--- src/rtl/async_fifo_pkg.sv ---
// Shared pointer helpers for both sides of the async FIFO.
// Pointers are PTR_W = ADDR_WIDTH+1 bits; the MSB tells laps apart.
package async_fifo_pkg;

    localparam int PTR_MAX = 32;

    typedef logic [PTR_MAX-1:0] ptr_t;

    localparam ptr_t PTR_RST = '0;

    function automatic int ptr_w(input int addr_width);
        return addr_width + 1;
    endfunction

    function automatic ptr_t ptr_mask(input int w);
        ptr_t m;
        if (w >= PTR_MAX)
            m = '1;
        else
            m = (ptr_t'(1) << w) - ptr_t'(1);
        return m;
    endfunction

    function automatic ptr_t bin2gray(input ptr_t b, input int w);
        return (b ^ (b >> 1)) & ptr_mask(w);
    endfunction

    // Each binary bit is the XOR of all Gray bits at and above it.
    function automatic ptr_t gray2bin(input ptr_t g, input int w);
        ptr_t gm;
        ptr_t b;
        gm = g & ptr_mask(w);
        b  = '0;
        for (int i = 0; i < PTR_MAX; i++)
            b[i] = ^(gm >> i);
        return b;
    endfunction

endpackage

--- src/rtl/async_fifo_ptr_sync.sv ---
// Multi-flop synchroniser for a Gray pointer crossing into clk.
// Shared by the read and write controllers of the async FIFO.
module async_fifo_ptr_sync
    import async_fifo_pkg::*;
#(
    parameter int WIDTH  = 5,
    parameter int STAGES = 2
) (
    input  logic             clk,
    input  logic             rst_n,
    input  logic [WIDTH-1:0] d,
    output logic [WIDTH-1:0] q
);

    logic [WIDTH-1:0] ff [STAGES];

    always_ff @(posedge clk) begin
        if (!rst_n) begin
            for (int i = 0; i < STAGES; i++)
                ff[i] <= WIDTH'(PTR_RST);
        end else begin
            ff[0] <= d;
            for (int i = 1; i < STAGES; i++)
                ff[i] <= ff[i-1];
        end
    end

    assign q = ff[STAGES-1];

endmodule

--- src/rtl/async_fifo_rd_ctrl.sv ---
// Read-side controller of the async FIFO (read pointer, wptr sync, empty).
// Define ASYNC_FIFO_ALMOST_EMPTY_EN to add R_LEVEL and R_ALMOST_EMPTY.
module async_fifo_rd_ctrl
    import async_fifo_pkg::*;
#(
    parameter int ADDR_WIDTH  = 4,
    parameter int SYNC_STAGES = 2,
    parameter int AE_THRESH   = 2
) (
    input  logic                  R_CLK,
    input  logic                  R_RST,
    input  logic                  R_INC,
    input  logic [ADDR_WIDTH:0]   W_Ptr_Gray,
    output logic [ADDR_WIDTH-1:0] R_Addr,
    output logic [ADDR_WIDTH:0]   R_Ptr_Gray,
    output logic                  R_EMPTY
`ifdef ASYNC_FIFO_ALMOST_EMPTY_EN
    ,
    output logic [ADDR_WIDTH:0]   R_LEVEL,
    output logic                  R_ALMOST_EMPTY
`endif
);

    localparam int PTR_W = ptr_w(ADDR_WIDTH);

    logic [PTR_W-1:0] rbin;
    logic [PTR_W-1:0] rbin_next;
    logic [PTR_W-1:0] rgray_next;
    logic [PTR_W-1:0] wq_s;
    logic             rd_ok;

    async_fifo_ptr_sync #(
        .WIDTH  (PTR_W),
        .STAGES (SYNC_STAGES)
    ) u_wptr_sync (
        .clk   (R_CLK),
        .rst_n (R_RST),
        .d     (W_Ptr_Gray),
        .q     (wq_s)
    );

    always_comb begin
        rd_ok      = R_INC & ~R_EMPTY;
        rbin_next  = rbin + PTR_W'(rd_ok);
        rgray_next = PTR_W'(bin2gray(ptr_t'(rbin_next), PTR_W));
    end

    // Empty compares the post-pop pointer, so the last pop sets it at once.
    always_ff @(posedge R_CLK) begin
        if (!R_RST) begin
            rbin       <= PTR_W'(PTR_RST);
            R_Ptr_Gray <= PTR_W'(PTR_RST);
            R_EMPTY    <= 1'b1;
        end else begin
            rbin       <= rbin_next;
            R_Ptr_Gray <= rgray_next;
            R_EMPTY    <= (rgray_next == wq_s);
        end
    end

    assign R_Addr = rbin[ADDR_WIDTH-1:0];

`ifdef ASYNC_FIFO_ALMOST_EMPTY_EN
    logic [PTR_W-1:0] wbin_s;
    logic [PTR_W-1:0] lvl_next;

    always_comb begin
        wbin_s   = PTR_W'(gray2bin(ptr_t'(wq_s), PTR_W));
        lvl_next = wbin_s - rbin_next;
    end

    always_ff @(posedge R_CLK) begin
        if (!R_RST) begin
            R_LEVEL        <= '0;
            R_ALMOST_EMPTY <= 1'b1;
        end else begin
            R_LEVEL        <= lvl_next;
            R_ALMOST_EMPTY <= (lvl_next <= PTR_W'(AE_THRESH));
        end
    end
`endif

endmodule

--- config.mk ---
export PLATFORM = sky130hd
export DESIGN_NAME = async_fifo_rd_ctrl
export DESIGN_NICKNAME = d
export VERILOG_FILES = /design/src/rtl/async_fifo_pkg.sv /design/src/rtl/async_fifo_ptr_sync.sv /design/src/rtl/async_fifo_rd_ctrl.sv
export SDC_FILE = /design/constraint.sdc
export NUM_CORES = 1
export LEC_CHECK = 0
export CORE_MARGIN = 1.5
export CORE_UTILIZATION = 46
export CTS_BUF_LIST = sky130_fd_sc_hd__clkbuf_16
export CTS_CLUSTER_DIAMETER = 40
export DETAILED_ROUTE_END_ITERATION = 16
export GPL_TIMING_DRIVEN = 0
export PLACE_DENSITY = 0.73
export SLEW_MARGIN = 20
export SYNTH_ARGS = -nofsm -noshare
export SYNTH_HDL_FRONTEND = slang
export SYNTH_SLANG_ARGS = --single-unit
--- constraint.sdc ---
create_clock -name R_CLK -period 2.56 [get_ports R_CLK]
set_input_delay 0.768 -clock R_CLK [delete_from_list [all_inputs] [get_ports R_CLK]]
set_output_delay 0.768 -clock R_CLK [all_outputs]
set_load 0.005 [all_outputs]
==> qor.txt, run 1 <==
final count of hold timing violations - 0
wire length of the first global-routing pass - 1.95 mm
Total Routed Length - 1.10 mm
number of setup violations in the final report - 0
leakage power total - 0.430 nW
depth of the critical timing path with buffers and inverters included - 8
largest net degree at the start of global routing - 11
min cycle time layout - 2.45 ns
number of sinks on the clock net - 20
synth top area cells - dfxtp_1 (53%), and2_1 (14%), xnor2_1 (8.0%)
headroom to the max-slew limit - 78.3%
starting density of the core - 50.0%
Worst Setup Start Kind - input port
part of the Yosys area used for sequential elements - 52.5%
global-route congestion overflow total - 0
logic depth of the worst register-to-register path - 7
worst path cell trace - clkdlybuf4s50_1, nor2b_1, ha_2, ha_4, xor2_2, xnor2_1, mux2i_1, o41ai_2
largest vdd supply drop - 0.563 mV
max-cap violations - 0
Crit path arrival time - 2.60 ns
standard-cell row count - 14
DPL Wire Length - 782 µm
number of buffers inserted during clock tree synthesis - 3
count of vias placed by the detailed router - 500
family with the most delay on the worst path - buffers and inverters
mean cell area of the mapped netlist - 11.2 µm²
hold-critical path depth - 1
post-CTS setup buffer count - 0
crit-path max FO - 5
synthesized instance count - 68
clock tree root driver cell - clkbuf_16
placeable core region - 1520 µm²
hold_ws - 0.430 ns
Distinct cells, synth - 17
Warnings, synthesis - 0
number of DRC violations after detailed-routing iteration 0 - 0
max incr delay on CP - 0.44 ns
kind of capture point of the worst setup path - flop
Layout Area Growth over Synthesis - 37.4%
status - finished clean
clock tree from TritonCTS - done
area of the mapped netlist - 762 µm²
gr usage total - 14.1%
most frequently used flop master after synthesis - dfxtp_1
Worst Tran Pin Value - 0.325 ns
#FFs+latches synth - 20
Synth area leader - dfxtp_1
Crit path buffers/inverters - 1
I/O pin total - 18
Skew-Pair Late Insertion Delay - 0.25 ns
post-synth net total - 78
critical setup path kind - in -> reg
initial antenna violation count - 0
worst hold-check path type - reg -> reg
detail-routed via count per cell - 4.85
Die Outline Area - 1910 µm²
highest achievable clock rate - 408 MHz
number of nets with antenna violations after detailed routing - 0
utilization after layout - 68.7%
DR DRC count - 0
Max H-tree Level - 1
synth cell count leaders - dfxtp_1 (20), and2_1 (17), xnor2_1 (7), xor2_1 (7), nor2b_1 (3)
TritonRoute pass-1 iters - 1
Die Ht - 43.7 µm
Slowest-stage cell, CP - clkdlybuf4s50_1
asr flop ratio synth - 0%
routed wirelength normalized by instance count - 10.7 µm
number of antenna diodes - 0
routability congestion estimate from global placement - 0.753
total negative slack for setup checks - 0 ns
count of flip-flops with a built-in enable after synthesis - 0
count of nets after finishing - 99
cell area power density - 674 nW/µm²
share of Yosys cell area claimed by the top area cell type - 52.5%
die boundary width - 43.7 µm
Final period util - 95.7%
clock input transition at the sequential cells of the worst setup and hold paths - 0.05 ns
# port buffers - 16
Worst Clk Skew - 0.00208 ns
layout cells sized above 1 - 12.6%
number of hold buffers added after CTS - 0
setup repair after global routing missed its margin - no
most numerous cell in the Yosys netlist - dfxtp_1
number of buffers on the longest clock path - 2
Worst EP required - 2.71 ns
vias in the first global route - 468
total count of max-transition violations in the final report - 0
path summary, 6_finish.rpt:
check	slack [ns]	end	startpoint
min reg2reg	0.43	u_wptr_sync.ff[0][9]$_SDFF_PN0_	u_wptr_sync.ff[0][4]$_SDFF_PN0_
min	0.43	u_wptr_sync.ff[0][9]$_SDFF_PN0_	u_wptr_sync.ff[0][4]$_SDFF_PN0_
max	0.11	R_EMPTY$_SDFF_PN1_	R_INC
max reg2reg	0.79	R_EMPTY$_SDFF_PN1_	R_EMPTY$_SDFF_PN1_
power breakdown:
group          switching (mW)  internal, mW  leakage (nW)  total, mW
Clock                   0.105         0.206        0.0370      0.310
Sequential            0.00556         0.326         0.164      0.332
Combinational          0.0226        0.0411         0.229     0.0637
per-stage QoR:
stage	setup slack [ns]	instance area, µm²	total power [mW]	instances
6_report	0.110	1050	0.706	103
5_1_grt	0.0167	1050	0.734	103
4_1_cts	0.0114	1030	0.711	103
3_5_place_dp	-0.330	942	0.401	100
3_3_place_gp	-0.328	942	0.399	100
2_1_floorplan	0.295	762	0.372	68
sequential cells by signal (all words and copies together), names as in the netlist:
name / cells
R_EMPTY: 1
R_Ptr_Gray: 5
rbin: 4
u_wptr_sync.ff: 10
final cells by class:
cell class | instances | area [µm²]
buffer | 2 | 7.51
clock buffer | 3 | 75.1
multi-input combinational | 46 | 384
sequential | 20 | 400
fill | 115 | 477
timing repair buffer | 16 | 160
tap | 16 | 20.0
logic make-up (layout without fill, tap and decap cells):
logic type | Yosys count | after routing | share of synthesized area (%)
flops | 20 | 20 | 52.5
fa+ha+maj | 2 | 2 | 3.28
compound gates | 4 | 4 | 5.42
buf+inv | 2 | 21 | 0.986
simple gates | 25 | 25 | 20.4
mux | 1 | 1 | 1.31
xor+xnor | 14 | 14 | 16.1
metal layers:
layer	wire length, µm	vias to the layer above	GRT usage [%]
met2	586	13	23.5
met1	449	232	15.8
met4	17	0	7.27
met5	0	-	0
li1	-	253	-
met3	51	2	5.00
what timing repair did:
item                                    4_1_cts  5_1_grt
endpoints found under the setup margin        1        1
resized for setup                             2        3
pin swaps                                     0        0
hold endpoints to repair                      0        0
layout by cell type, fill, tap and decap left out, drive strengths merged:
cell            n
dfxtp          20
and2           18
clkdlybuf4s50  16
xnor2           7
xor2            7
clkbuf          5
nor2b           3
a21boi          2
ha              2
nand4           1
and3            1
o22ai           1
nand3           1
nor2            1
mux2i           1
o41ai           1
Note: power is estimated with default switching activity, not from simulation.
==> inputs of run 2 (changes only) <==
--- a/config.mk
+++ b/config.mk
@@ -16,3 +16,4 @@
 export SYNTH_ARGS = -nofsm -noshare
 export SYNTH_HDL_FRONTEND = slang
 export SYNTH_SLANG_ARGS = --single-unit
+export TNS_END_PERCENT = 100
==> constraint.sdc (replaced) <==
create_clock -name R_CLK -period 2.56 [get_ports R_CLK]
set_input_delay 0.512 -clock R_CLK [delete_from_list [all_inputs] [get_ports R_CLK]]
set_output_delay 0.512 -clock R_CLK [all_outputs]
set_load 0.005 [all_outputs]
==> run 2 against run 1 <==
Power fell by 0.60%. Global-route usage fell by 0.20 points. Critical path depth stayed put. Clock skew about the same. Fmax rose by 3.3%. Cell count unchanged. Hold slack about the same. Design area fell by 2.9%. Register-to-register slack got worse by 0.18 ns. Clock-buffer cell count unchanged. Highest routed layer is now met3.
==> qor.txt, run 2 (synthesis gave the netlist of run 1 again) <==
status - finished clean
largest vdd supply drop - 0.562 mV
max FFs per register - 10
number of buffers on the longest clock path - 2
# placed instances - 100
number of sinks on the clock net - 20
number of setup violations in the final report - 0
critical setup path kind - in -> reg
kind of capture point of the worst setup path - flop
Max H-tree Level - 1
leakage power total - 0.435 nW
I/O pin total - 18
global-route congestion overflow total - 0
registers with the highest flip-flop counts - u_wptr_sync.ff x10, R_Ptr_Gray x5, rbin x4
largest net degree at the start of global routing - 11
reg2reg start - R_EMPTY$_SDFF_PN1_
Worst Clk Skew - 0.00190 ns
Resize count post-CTS - 0
wire length of the first global-routing pass - 1.91 mm
DPL Wire Length - 782 µm
DR DRC count - 0
die boundary width - 43.7 µm
post-route cell area - 1020 µm²
most common cell after layout, fill and taps aside - dfxtp_1
startpoint of the worst hold path - u_wptr_sync.ff[0][3]$_SDFF_PN0_
worst hold-check path type - reg -> reg
Worst EP required - 2.71 ns
hold path endpoint - u_wptr_sync.ff[0][8]$_SDFF_PN0_
detail-routed via count per cell - 4.74
Place WS - -0.0741 ns
Die Outline Area - 1910 µm²
gr usage total - 13.9%
overall power after layout - 0.702 mW
routed wirelength normalized by instance count - 10.4 µm
TritonRoute pass-1 iters - 2
number of nets with antenna violations after detailed routing - 0
Final period util - 92.6%
number of buffers inserted during clock tree synthesis - 3
least setup slack across all paths after layout - 0.190 ns
setup repair after global routing missed its margin - no
filler-free cell count of the finished design - 103
standard-cell row count - 14
critical register-to-register path endpoint - R_EMPTY$_SDFF_PN1_
count of vias placed by the detailed router - 488
Most flops, register - u_wptr_sync.ff
logic depth of the worst register-to-register path - 7
Crit path arrival time - 2.52 ns
hold-critical path depth - 1
cell area power density - 690 nW/µm²
min cycle time layout - 2.37 ns
final count of hold timing violations - 0
reg-to-reg slack, setup - 0.61 ns
crit-path max FO - 5
headroom to the max-slew limit - 77.6%
clock tree root driver cell - clkbuf_16
placeable core region - 1520 µm²
Post-DP Area - 942 µm²
utilization after layout - 66.7%
highest achievable clock rate - 422 MHz
Skew-Pair Late Insertion Delay - 0.25 ns
Layout Area Growth over Synthesis - 33.5%
Worst Tran Pin Value - 0.336 ns
post-CTS setup buffer count - 0
total count of max-transition violations in the final report - 0
commonest non-fill, non-tap cells in the layout - dfxtp_1 (20), and2_1 (17), clkdlybuf4s50_1 (16)
initial antenna violation count - 0
number of antenna diodes - 0
max-cap violations - 0
vias in the first global route - 454
starting density of the core - 50.0%
Total Routed Length - 1.08 mm
count of nets after finishing - 99
layout cells sized above 1 - 8.05%
Die Ht - 43.7 µm
routability congestion estimate from global placement - 0.753
clock tree from TritonCTS - done
clock input transition at the sequential cells of the worst setup and hold paths - 0.05 ns
Worst Setup Start Kind - input port
number of hold buffers added after CTS - 0
# port buffers - 16
number of DRC violations after detailed-routing iteration 0 - 4
[run 2: changes by cell type in the layout (fill, tap and decap cells not counted)]
cell and delta:
ha_1 +2, ha_4 -1, xor2_1 +2, xor2_2 -2, ha_2 -1
[run 2: worst max path at each step]
stage,startpoint,end
floorplan,R_INC,R_EMPTY$_SDFF_PN1_
global placement,R_INC,R_EMPTY$_SDFF_PN1_
detailed placement,R_INC,R_EMPTY$_SDFF_PN1_
CTS,R_INC,R_EMPTY$_SDFF_PN1_
global route,R_INC,R_EMPTY$_SDFF_PN1_
finish,R_INC,R_EMPTY$_SDFF_PN1_
[run 2: through the flow]
stage	hold WS (ns)	setup TNS, ns
detailed placement	0.419	-0.0741
global placement	0.415	-0.0723
CTS	0.434	0
finish	0.431	0
floorplan	0.412	0
global route	0.451	0
[run 2: critical path, cell delays in order]
cell and delay, ns:
clkdlybuf4s50_1 0.44, nor2b_1 0.12, ha_1 0.23, ha_1 0.28, xor2_1 0.29, xnor2_1 0.18, mux2i_1 0.11, o41ai_2 0.34
[run 2: metal layers]
| layer | vias up | wire [µm] | GRT usage, % |
|---|---|---|---|
| met2 | 12 | 564 | 22.9 |
| met5 | - | 0 | 0 |
| met1 | 221 | 463 | 15.7 |
| met3 | 0 | 47 | 5.00 |
| met4 | 0 | 0 | 7.27 |
| li1 | 255 | - | - |
[run 2: cell type report]
| type | instances | area, µm² |
|---|---|---|
| Fill cell | 116 | 507 |
| Sequential cell | 20 | 400 |
| Multi-Input combinational cell | 46 | 354 |
| Timing Repair Buffer | 16 | 160 |
| Clock buffer | 3 | 75.1 |
| Tap cell | 16 | 20.0 |
| Buffer | 2 | 7.51 |
[run 2: report_power, final]
part / internal, mW / switching, mW
Combinational: 0.0393 / 0.0224
Sequential: 0.326 / 0.00513
Clock: 0.205 / 0.103
==> inputs of run 3 (changes only) <==
--- a/config.mk
+++ b/config.mk
@@ -5,13 +5,14 @@
 export SDC_FILE = /design/constraint.sdc
 export NUM_CORES = 1
 export LEC_CHECK = 0
+export ABC_AREA = 0
 export CORE_MARGIN = 1.5
-export CORE_UTILIZATION = 46
-export CTS_BUF_LIST = sky130_fd_sc_hd__clkbuf_16
+export CORE_UTILIZATION = 50
+export CTS_BUF_LIST = sky130_fd_sc_hd__clkbuf_4
 export CTS_CLUSTER_DIAMETER = 40
 export DETAILED_ROUTE_END_ITERATION = 16
 export GPL_TIMING_DRIVEN = 0
-export PLACE_DENSITY = 0.73
+export PLACE_DENSITY = 0.78
 export SLEW_MARGIN = 20
 export SYNTH_ARGS = -nofsm -noshare
 export SYNTH_HDL_FRONTEND = slang
==> run 3 against run 2 <==
Setup slack better by 0.0032 ns. Sequential power hardly changed. Sequential cell count did not move. Clock-buffer cell count stayed put. Design area down 4.9%. Clock power decreased by 53%. Die area down 7.5%. Register-to-register slack worse by 0.06 ns. Largest power group unchanged. Fmax increased by 0.14%. Critical path depth unchanged. Via count grew 4.5%. Utilization increased by 4.0 points.
==> qor.txt, run 3 (synthesis gave the netlist of run 1 again) <==
status - finished clean
registers with the highest flip-flop counts - u_wptr_sync.ff x10, R_Ptr_Gray x5, rbin x4
Worst Setup Start Kind - input port
number of buffers inserted during clock tree synthesis - 3
most common cell after layout, fill and taps aside - dfxtp_1
number of inserted filler cells in the final layout - 118
number of sinks on the clock net - 20
number of nets with antenna violations after detailed routing - 0
vias in the first global route - 449
kind of capture point of the worst setup path - flop
cell area power density - 556 nW/µm²
Layout Area Growth over Synthesis - 26.9%
die boundary width - 42.0 µm
post-CTS setup buffer count - 0
number of setup violations in the final report - 0
count of nets after finishing - 99
clock tree from TritonCTS - done
highest achievable clock rate - 422 MHz
Place WS - -0.128 ns
starting density of the core - 55.8%
wire length of the first global-routing pass - 1.99 mm
Worst EP required - 2.75 ns
post-route cell area - 967 µm²
routability congestion estimate from global placement - 0.674
Crit path arrival time - 2.56 ns
number of buffers on the longest clock path - 2
DR DRC count - 0
worst hold-check path type - reg -> reg
detail-routed via count per cell - 4.95
Max H-tree Level - 1
Total Routed Length - 1.11 mm
largest vdd supply drop - 0.484 mV
least setup slack across all paths after layout - 0.193 ns
Worst Clk Skew - 0.00221 ns
max incr delay on CP - 0.45 ns
# placed instances - 99
Die Outline Area - 1770 µm²
initial antenna violation count - 0
I/O pin total - 18
Resize count post-CTS - 0
headroom to the max-slew limit - 76.6%
Most flops, register - u_wptr_sync.ff
crit-path most repeated cell - ha_1
total negative slack for setup checks - 0 ns
clock tree root driver cell - clkbuf_4
standard-cell row count - 13
worst path cell trace - clkdlybuf4s50_1, nor2b_1, ha_1, ha_1, xor2_1, xnor2_1, mux2i_1, o41ai_2
number of antenna diodes - 0
max FFs per register - 10
Worst Tran Pin Value - 0.352 ns
global-route congestion overflow total - 0
number of hold buffers added after CTS - 0
total count of max-transition violations in the final report - 0
layout cells sized above 1 - 7.95%
commonest non-fill, non-tap cells in the layout - dfxtp_1 (20), and2_1 (17), clkdlybuf4s50_1 (16)
Slowest-stage cell, CP - clkdlybuf4s50_1
Final period util - 92.5%
# port buffers - 16
max-cap violations - 0
utilization after layout - 70.8%
filler-free cell count of the finished design - 103
critical setup path kind - in -> reg
gr usage total - 15.5%
clock input transition at the sequential cells of the worst setup and hold paths - 0.10 ns
TritonRoute pass-1 iters - 2
leakage power total - 0.413 nW
Die Ht - 42.0 µm
Crit path buffers/inverters - 1
count of vias placed by the detailed router - 510
routed wirelength normalized by instance count - 10.8 µm
final count of hold timing violations - 0
number of DRC violations after detailed-routing iteration 0 - 1
DPL Wire Length - 856 µm
Post-DP Area - 941 µm²
largest net degree at the start of global routing - 12
family with the most delay on the worst path - adder cells
crit-path max FO - 5
setup repair after global routing missed its margin - no
Skew-Pair Late Insertion Delay - 0.29 ns
placeable core region - 1370 µm²
min cycle time layout - 2.37 ns
run 3: path summary, 6_finish.rpt:
path | from | end | slack (ns) | depth (start not counted)
worst max-delay path | R_INC | R_EMPTY$_SDFF_PN1_ | 0.19 | 8
worst min-delay path | u_wptr_sync.ff[0][4]$_SDFF_PN0_ | u_wptr_sync.ff[0][9]$_SDFF_PN0_ | 0.44 | 1
worst max register to register | R_EMPTY$_SDFF_PN1_ | R_EMPTY$_SDFF_PN1_ | 0.55 | 7
worst min register to register | u_wptr_sync.ff[0][4]$_SDFF_PN0_ | u_wptr_sync.ff[0][9]$_SDFF_PN0_ | 0.44 | 1
run 3: per-stage QoR:
step,hold WS [ns],power (mW)
finish,0.441,0.538
global route,0.459,0.566
CTS,0.446,0.548
detailed placement,0.421,0.402
global placement,0.415,0.399
floorplan,0.412,0.372
run 3: routing by layer:
layer	share of wire (%)	routed length, µm	global-route usage, %	up-vias
met4	1.1	12	5.63	0
li1	-	-	-	258
met3	5.8	64	7.76	2
met1	44	483	16.3	236
met5	0	0	0	-
met2	49	547	26.6	14
run 3: final cells by class:
| type | instances | area, µm² | share of cell area, % |
|---|---|---|---|
| clock buffers | 3 | 22.5 | 2.33 |
| well taps | 15 | 18.8 | 1.94 |
| plain buffers | 2 | 7.51 | 0.776 |
| multi-input cells | 46 | 354 | 36.6 |
| flip-flops and latches | 20 | 400 | 41.4 |
| clock inverters | 1 | 3.75 | 0.388 |
| repair buffers | 16 | 160 | 16.6 |
run 3: worst reg2reg max path: stages (launching register included):
cell and delay, ns:
dfxtp_1 0.32, nor2b_1 0.11, ha_1 0.24, ha_1 0.29, xor2_1 0.30, xnor2_1 0.18, mux2i_1 0.12, o41ai_2 0.37
run 3: power breakdown:
| group | internal [mW] | switching, mW |
|---|---|---|
| Clock | 0.0567 | 0.0876 |
| Combinational | 0.0393 | 0.0228 |
| Sequential | 0.326 | 0.00548 |
==> edit (config.mk and constraints of run 3) <==
Build with the macro `ASYNC_FIFO_ALMOST_EMPTY_EN` defined.
--- a/src/rtl/async_fifo_rd_ctrl.sv
+++ b/src/rtl/async_fifo_rd_ctrl.sv
@@ -1,5 +1,7 @@
 // Read-side controller of the async FIFO (read pointer, wptr sync, empty).
 // Define ASYNC_FIFO_ALMOST_EMPTY_EN to add R_LEVEL and R_ALMOST_EMPTY.
+`define ASYNC_FIFO_ALMOST_EMPTY_EN
+
 module async_fifo_rd_ctrl
     import async_fifo_pkg::*;
 #(
Check against the original RTL (old outputs only; new: R_ALMOST_EMPTY and R_LEVEL): equivalent (Yosys induction, for registers that start in step).
==> edit against run 3 <==
  * The run now ends with setup timing left
  * Sequential power increased by 36%
  * Total power increased by 65%
  * Register-to-register slack got worse by 0.73 ns
  * Wire length increased by 120%
  * First-iteration DRC count increased to 10 times the old value
  * Area after synthesis increased by 57%
  * Setup slack got worse by 0.38 ns
  * Final area increased by 65%
  * Die area increased by 53%
  * Sequential cell count increased by 6
  * Largest power group unchanged
==> edit: results (changes against run 3) <==
| Metric | Value |
|---|---|
| Clk slew on worst S/H paths | `0.13 ns (+0.03 ns)` |
| Buffers, non-clock | `31 (+13)` |
| WL final | `2390 µm (+120%)` |
| DR vias/cell | `5.000 (+0.98%)` |
| R2R cell count | `11 (+4)` |
| Met2 wire len | `1261 µm (+130%)` |
| Crit start category | `register` |
| Post-synthesis compound-gate area fraction | `0.06367 (+0.009487)` |
| Post-Syn Instances | `112 (+65%)` |
| Fraction of synthesized area in multiplexers | `0 (-0.01314)` |
| Fin Clk Skew | `0.006980 ns (+0.004768 ns)` |
| Post-Synth XOR/XNOR Area | `0.1942 (+0.03323)` |
| Inverters | `4 (+4)` |
| 1st-pass router iterations | `4 (+2)` |
| Initial DRC Count | `10 (+9)` |
| Final Setup Violations | `2 (+2)` |
| Worst hold margin | `0.4514 ns (+0.01050 ns)` |
| Critical path data arrival time | `2.98 ns (+0.42 ns)` |
| Multi-input combinational cell area | `691.9 µm² (+95%)` |
| Maximum VDD drop | `0.4785 mV (-1.2%)` |
| Total GRT Usage | `0.2106 (+0.05567)` |
| Setup ws final | `-0.1824 ns (-0.3753 ns)` |
| Post-Synth Adder-Cell Area | `0.06159 (+0.02875)` |
| Signal buf overhead | `0.1753 (+0.001923)` |
| Top cells by area, synth | `dfxtp_1 (43%), and2_1 (11%), xor2_1 (8.0%), xnor2_1 (6.6%), ha_1 (5.2%)` |
| Layout cell share with drive strength beyond 1 | `0.1806 (+0.1010)` |
| Hold Path Sink | `u_wptr_sync.ff[0][6]$_SDFF_PN0_` |
| Critical path peak fanout | `3 (-2)` |
| Status | `finished with violations` |
| Place WS | `-0.7805 ns (-0.6522 ns)` |
| DP HPWL | `1539 µm (+80%)` |
| Worst slew pin tran | `0.4404 ns (+0.08887 ns)` |
| Register Area | `524.3 µm² (+31%)` |
| Failing checks | `setup timing` |
| Final Wtd Congestion | `0.7733 (+15%)` |
| Metal-1 WL | `1009 µm (+110%)` |
| Multi-input gates | `79 (+72%)` |
| Sequential share of the synthesized area | `0.4342 (-0.09121)` |
| Metal3 WL | `67 µm (+4.7%)` |
| Buffers on Ports | `23 (+7)` |
| Setup TNS | `-0.3435 ns (-0.3435 ns)` |
| Hold Crit Start | `u_wptr_sync.ff[0][1]$_SDFF_PN0_` |
| Pint | `644.8 µW (+53%)` |
| Post-synth cell types | `31 (+14)` |
| FF+latch count | `26 (+30%)` |
| Met1 usage | `0.2491 (+0.08604)` |
| Post-DP Area | `1470 µm² (+56%)` |
| ClkCell Share | `0.01643 (-0.01073)` |
| Via count | `860 (+69%)` |
| Fill cell count | `176 (+49%)` |
| Fraction of area in multi-input gates | `0.4327 (+0.06660)` |
| Reg2reg start | `u_wptr_sync.ff[0][8]$_SDFF_PN0_` |
| Regs by FF count | `u_wptr_sync.ff x10, R_LEVEL x5, R_Ptr_Gray x5` |
| Worst-skew pair later-pin latency | `0.33 ns (+0.04 ns)` |
| Post-Syn Nets | `125 (+60%)` |
| Number of global-route vias before repair | `861 (+92%)` |
| Routing usage on met3 | `0.03448 (-0.04310)` |
## edit: cell count changes after synthesis, moves of 3 or more
cell	run 3	this run
dfxtp_1	20	26
and2_1	17	22
xor2_1	7	11
ha_1	2	5
inv_1	0	3
nand2b_1	0	3
nor2_1	1	4
## edit: repair_timing
item	4_1_cts	5_1_grt
gates resized for setup	8	3
setup endpoints to repair	3	3
setup buffers	5	0
hold buffers	0	0
pin swaps	6	0
## edit: power groups by stage
stage | registers (mW) | logic (mW) | clock network [mW]
floorplan | 0.460 | 0.138 | 0
global placement | 0.456 | 0.220 | 0
detailed placement | 0.458 | 0.226 | 0
CTS | 0.449 | 0.257 | 0.182
global route | 0.453 | 0.288 | 0.199
finish | 0.450 | 0.264 | 0.174
## edit: worst max-delay path: stages (launching register included)
cell,delay [ns]
dfxtp_2,0.36
xor3_2,0.48
xnor2_4,0.17
xor2_1,0.21
ha_2,0.24
inv_2,0.05
ha_4,0.15
or3_1,0.31
o32ai_2,0.21
nor2_1,0.09
xor2_1,0.17
o41ai_2,0.20
